`config.mk`:
```
export PLATFORM = sky130hd
export DESIGN_NAME = slot_seq_reader
export DESIGN_NICKNAME = d
export VERILOG_FILES = /design/src/rtl/slot_seq_reader.sv
export SDC_FILE = /design/constraint.sdc
export NUM_CORES = 1
export LEC_CHECK = 0
export CORE_MARGIN = 8
export CORE_UTILIZATION = 38
export CTS_BUF_LIST = sky130_fd_sc_hd__clkbuf_8
export CTS_CLUSTER_SIZE = 30
export DETAILED_ROUTE_END_ITERATION = 16
export GPL_ROUTABILITY_DRIVEN = 0
export PLACE_DENSITY = 0.7
export SLEW_MARGIN = 20
export SYNTH_ARGS = -nofsm -noshare
export SYNTH_HDL_FRONTEND = slang
export SYNTH_SLANG_ARGS = --single-unit
```
`constraint.sdc`:
```
create_clock -name clk -period 1.8 [get_ports clk]
set_input_delay 0.36 -clock clk [delete_from_list [all_inputs] [get_ports clk]]
set_output_delay 0.36 -clock clk [all_outputs]
set_load 0.1 [all_outputs]
```
`src/rtl/slot_seq_reader.sv`:
```
// Frame sequencer: sweeps a frame counter into the slot-to-address mapper and
// captures one synchronous ROM word per slot, with a start/busy/done handshake.
module slot_seq_reader #(
  parameter int SLOT_LEN  = 13,
  parameter int NUM_SLOTS = 16,
  parameter int DATA_W    = 8,
  parameter int CAP_OFS   = 2
) (
  input  logic              clk,
  input  logic              rst_n,
  input  logic              start,
  input  logic              abort,
  output logic [9:0]        count,
  output logic [3:0]        slot_idx,
  output logic              slot_first,
  input  logic [DATA_W-1:0] rom_data,
  output logic [DATA_W-1:0] data_out,
  output logic              data_valid,
  output logic              busy,
  output logic              done
);

  // state | meaning
  // IDLE  | waiting for start, counters held at 0
  // RUN   | sweeping count/sub/slot_idx, capturing at sub == CAP_OFS
  // FIN   | one-cycle done strobe, always returns to IDLE
  typedef enum logic [1:0] {IDLE, RUN, FIN} state_t;

  localparam logic [9:0] LAST_CNT = 10'(SLOT_LEN * NUM_SLOTS - 1);
  localparam logic [5:0] SUB_LAST = 6'(SLOT_LEN - 1);
  localparam logic [5:0] SUB_CAP  = 6'(CAP_OFS);

  state_t     state;
  logic [5:0] sub;

  always_ff @(posedge clk or negedge rst_n) begin
    if (!rst_n) begin
      state      <= IDLE;
      sub        <= '0;
      count      <= '0;
      slot_idx   <= '0;
      slot_first <= 1'b0;
      data_out   <= '0;
      data_valid <= 1'b0;
      busy       <= 1'b0;
      done       <= 1'b0;
    end else begin
      data_valid <= 1'b0;
      done       <= 1'b0;
      slot_first <= 1'b0;
      case (state)
        IDLE: begin
          count    <= '0;
          sub      <= '0;
          slot_idx <= '0;
          busy     <= 1'b0;
          if (start && !abort) begin
            state      <= RUN;
            busy       <= 1'b1;
            slot_first <= 1'b1;
          end
        end
        RUN: begin
          if (abort) begin
            // an abort also cancels a capture due on this same edge
            state    <= IDLE;
            count    <= '0;
            sub      <= '0;
            slot_idx <= '0;
            busy     <= 1'b0;
          end else begin
            if (sub == SUB_CAP) begin
              data_out   <= rom_data;
              data_valid <= 1'b1;
            end
            if (count == LAST_CNT) begin
              state    <= FIN;
              busy     <= 1'b0;
              done     <= 1'b1;
              count    <= '0;
              sub      <= '0;
              slot_idx <= '0;
            end else begin
              count <= count + 10'd1;
              if (sub == SUB_LAST) begin
                sub        <= '0;
                slot_idx   <= slot_idx + 4'd1;
                slot_first <= 1'b1;
              end else begin
                sub <= sub + 6'd1;
              end
            end
          end
        end
        FIN: begin
          state <= IDLE;
        end
        default: begin
          state <= IDLE;
        end
      endcase
    end
  end

endmodule

```
## Yosys cells after proc, flatten, opt, wreduce, memory -nomap -nowiden

Cells that the tools add are included.

- Register bits after elaboration: 34
- Bits of input ports: 12

- Add/subtract/negate cells: 3
- Reductions and logical operators: 8
- Bitwise gates (word level): 1
- Equal/unequal tests: 7
- Multiplexer cells: 29

Operator list:

| kind | number |
|---|---|
| $mux W10 | 2 |
| $pmux W10 S2 | 1 |
| $mux W6 | 3 |
| $mux W1 | 12 |
| $mux W4 | 3 |
| $pmux W6 S2 | 1 |
| $add A10 B1 Y10 const B | 1 |
| $eq A10 B8 Y1 const B | 1 |
| $pmux W4 S2 | 1 |
| $add A6 B1 Y6 const B | 1 |
| $eq A6 B2 Y1 const B | 1 |
| $eq A6 B4 Y1 const B | 1 |
| $mux W2 | 3 |
| $reduce_and A2 Y1 | 3 |
| $add A4 B1 Y4 const B | 1 |
| $ne A4 B4 Y1 const B | 1 |
| $pmux W1 S2 | 2 |
| $pmux W2 S2 | 1 |
| $ne A3 B3 Y1 const B | 1 |
| $reduce_and A3 Y1 | 1 |
| $eq A2 B1 Y1 const B | 1 |
| $logic_not A2 Y1 | 1 |
| $ne A2 B2 Y1 const B | 1 |
| $reduce_bool A2 Y1 | 1 |
| 3 further kinds | 3 |

## Longest topological paths before layout

- Depth after elaboration: 5
- Depth in mapped cells: 6

## Worst setup path before layout

No wires, ideal clock.

- Kind: reg2reg
- From: register count[1]
- To: register slot_idx[0]
- Path slack: -0.444 ns
- Cell stages (with the launch flop): 7
- Setup time: 0.168 ns
- Arrival time: 2.076 ns
- Buffers on the path: 1
- Required time: 1.632 ns
- Cells stage by stage: dfrtp_1 -> ha_1 -> nand4b_1 -> o31a_1 -> buf_6 -> a21oi_2 -> a21oi_1

- Longest elaborated chain between the ends: 4
- Elaborated cells on any way between the ends: 6
- Those cells by class: eq/ne: 2; mux: 3; reduce/logical: 1

RTL lines:

| what | RTL line | RTL |
|---|---|---|
| start: declaration | 13 | `output logic [9:0] count,` |
| start signal: assignment | 84 | `count <= count + 10'd1;` |
| $eq A10 B8 Y1 * | 76 | `if (count == LAST_CNT) begin` |
| $mux W4 | 76 |  |
| $mux W4 | 64 | `if (abort) begin` |
| $pmux W4 S2 | 51 | `case (state)` |
| end signal: assignment | 87 | `slot_idx <= slot_idx + 4'd1;` |
| end: declaration | 14 | `output logic [3:0] slot_idx,` |

Every way passes the cells marked *; elsewhere a longest branch is shown, timed or not.
A chain may end at the register's enable or synchronous reset.

## Worst setup path in the final report

- From: register count[9]
- To: register count[0]

- Longest elaborated chain between the ends: 4

RTL lines:

| what | RTL line |
|---|---|
| $eq A10 B8 Y1 | 76 |
| $mux W10 | 76 |
| $mux W10 | 64 |
| $pmux W10 S2 | 51 |

Every way passes these cells.

==> results.py <==
metrics = {
    "setup_path": {
        "worstSetupStartpointType": "register",
        "rrSetupSlack_ns": 0.06,
        "r2r_end": "count[0]",
        "crit_type": "register to register",
        "cp-end-kind": "register",
        "reg2regPathDepth": 4,
        "cp.arrival_ns": 1.90,
        "worstPathRequired_ns": 1.96,
        "r2r-start": "count[9]",
        "path_max_fanout": 15,
    },
    "clock_tree": {
        "post-cts-setup-buffers": 0,
        "clkLatencyLatePin_ns": 0.28,
        "clkSinkCount": 34,
        "root_buffer": "clkbuf_8",
        "cts_htree_levels": 2,
        "clk_path_buf_depth": 2,
        "cts_resized": 0,
        "hold_buffers": 0,
        "cts_tree": "built",
        "cts_made_buffers": 5,
        "clk_pin_slew_ns": 0.07,
    },
    "logic_synthesis": {
        "synth_cells": 161,
        "ys_top_cells_by_area": "dfrtp_1 51%, mux2_2 6.1%, ha_1 3.8%",
        "syn_nets": 178,
        "syn-cell-area_sq_um": 1660,
        "synth_compound_area_share_pct": 10.5,
        "synth_top_area_share_pct": 51.2,
        "synth-simple-area-share_pct": 22.0,
        "synth-xor-area-share_pct": 0.527,
        "synthArstFlopShare_pct": 100,
        "synth_edf_count": 0,
        "synth_seq_cells": 34,
        "syn_avg_cell_area_sq_um": 10.3,
        "muxShareOfSynthArea_pct": 8.50,
        "ys_seq_area_share_pct": 51.2,
        "synth_top_family_by_area": "simple AND/OR/NAND/NOR gates",
        "synth_cell_types": 37,
        "synth_flop_cell": "dfrtp_1",
        "yosys_warnings": 0,
        "synth_top_cell_by_area": "dfrtp_1",
        "synth_adder_area_share_pct": 3.76,
    },
    "die": {
        "die_h_um": 82.2,
        "core_sq_um": 4290,
        "initial_core_util_pct": 38.7,
        "row_count": 24,
        "dieWidth_um": 82.2,
        "pin_count": 38,
        "die_area_sq_um": 6750,
    },
    "sta": {
        "tightest_slew_ns": 0.420,
        "max_freq_ghz": 0.575,
        "setup_violations": 0,
        "final_max_slew_viol_count": 0,
        "holdWs_ns": 0.487,
        "finalCritPeriodShare_pct": 96.7,
        "min_period_ns": 1.74,
        "hold_violations": 0,
        "grt_setup_unrepaired": "no",
        "finClkSkew_ns": 0.0106,
        "slew_headroom_pct": 72.0,
    },
    "detailed_routing": {
        "wl_um": 3820,
        "vias": 1414,
        "wl_per_cell_um": 14.5,
        "final_antenna_net_count": 0,
        "drc": 0,
        "dr.pass1.iters": 4,
        "vias_per_cell": 5.36,
        "drt_iter0_drc": 120,
    },
    "grt": {
        "grt_usage_pct": 12.1,
        "grt_pass1_wl_um": 6420,
        "globalRouteOverflowTotal": 0,
        "antenna_found_initial": 0,
        "grt_pass1_vias": 1352,
        "grt_max_degree": 35,
    },
    "cells_and_area": {
        "antenna_cells": 0,
        "final_common_cell": "buf_12",
        "fin_cells": 264,
        "layout_common_cells": "26 x buf_12, 24 x dfrtp_1, 14 x nand2_1, 11 x clkdlybuf4s50_1, 11 x buf_4",
        "layout.nets": 228,
        "area_growth_pct": 55.9,
        "drive_gt1_share_pct": 33.0,
        "multiInputGateArea_sq_um": 787,
        "fillers": 351,
        "seq_area_sq_um": 873,
    },
    "placement": {
        "port-buffer-count": 37,
        "dp_cells": 256,
        "dp_hpwl_um": 2780,
    },
    "power": {
        "p_total_w": 0.00198,
        "cellPowerDensity_nw_per_um2": 765,
        "power.leakage_nw": 1.09,
        "peakVddDrop_mv": 0.462,
    },
    "run_status": {
        "status": "finished clean",
    },
    "min_path": {
        "hp-class": "input pin to asynchronous set/reset pin",
    },
    "flow_run": {
        "max_cap_violations": 0,
    },
}
-- stage by stage --
| stage | TNS [ns] | utilization [%] | worst slack, ns | cell area [sq um] |
|---|---|---|---|---|
| CTS | 0 | 60.1 | 0.0406 | 2580 |
| finish | 0 | 60.4 | 0.0602 | 2590 |
| floorplan | -0.0135 | - | -0.00733 | 1710 |
| global route | 0 | 60.4 | 0.0270 | 2590 |
| global placement | 0 | 57.4 | 0.0131 | 2460 |
| detailed placement | -0.283 | 57.4 | -0.0754 | 2460 |
-- worst max-delay path, stage by stage (launching register included) --
cell and delay [ns]:
dfrtp_4 0.51, or3_4 0.41, o31a_1 0.28, buf_6 0.16
mux2_2 0.26
-- metal layers --
| layer | GRT usage [%] | wire length, um | vias up |
|---|---|---|---|
| met4 | 3.68 | 20 | 0 |
| met2 | 19.4 | 1880 | 41 |
| met1 | 15.0 | 1670 | 694 |
| li1 | - | - | 677 |
| met3 | 4.11 | 246 | 2 |
| met5 | 0 | 0 | - |
-- power by group --
group	internal [W]	leakage, nW	switching [W]
combinational	0.000173	0.581	0.000269
clock	0.000446	0.0626	0.000263
sequential	0.000796	0.451	0.0000362
-- cell families (layout without fill, tap and decap cells) --
group / Yosys count / after routing
AOI/OAI and AO/OA: 30 / 30
buffers and inverters: 13 / 64
xor gates and xnor gates: 1 / 1
muxes: 13 / 13
adders and majority gates: 5 / 5
and+or+nand+nor: 65 / 65
DFF: 34 / 34
-- synth_stat cells, types with 4 or more instances --
| library cell | n |
|---|---|
| o21ai_0 | 9 |
| inv_1 | 7 |
| ha_1 | 5 |
| mux2i_1 | 4 |
| nand3_1 | 9 |
| mux2_2 | 9 |
| or3_1 | 4 |
| nor2_1 | 10 |
| a21oi_1 | 11 |
| nand2_1 | 14 |
| nand4_1 | 7 |
| dfrtp_1 | 34 |
-- worst max-delay path by stage --
| stage | start | to | slack (ns) | depth (start not counted) |
|---|---|---|---|---|
| 5_1_grt | count[9] | count[9] | 0.03 | 5 |
| 4_1_cts | count[9] | count[0] | 0.04 | 4 |
| 6_report | count[9] | count[0] | 0.06 | 4 |
| 3_3_place_gp | abort | count[8] | 0.01 | 6 |
| 2_1_floorplan | count[9] | slot_idx[0] | -0.007 | 5 |
| 3_5_place_dp | abort | count[8] | -0.08 | 6 |
-- registers in the layout, indices dropped and copies added (netlist names), 2 cells and up --
signal and count:
count 10, sub 6, data_out 8, slot_idx 4, state 2
-- layout make-up --
class                      instances  share of cell area (%)
sequential                        34                    33.7
multi-input combinational        114                    30.4
timing repair buffer              49                    27.9
clock buffer                       6                    3.19
tap                               52                    2.51
clock inverter                     2                    1.30
inverter                           7                    1.01
Power figures use the tool's default switching activity.
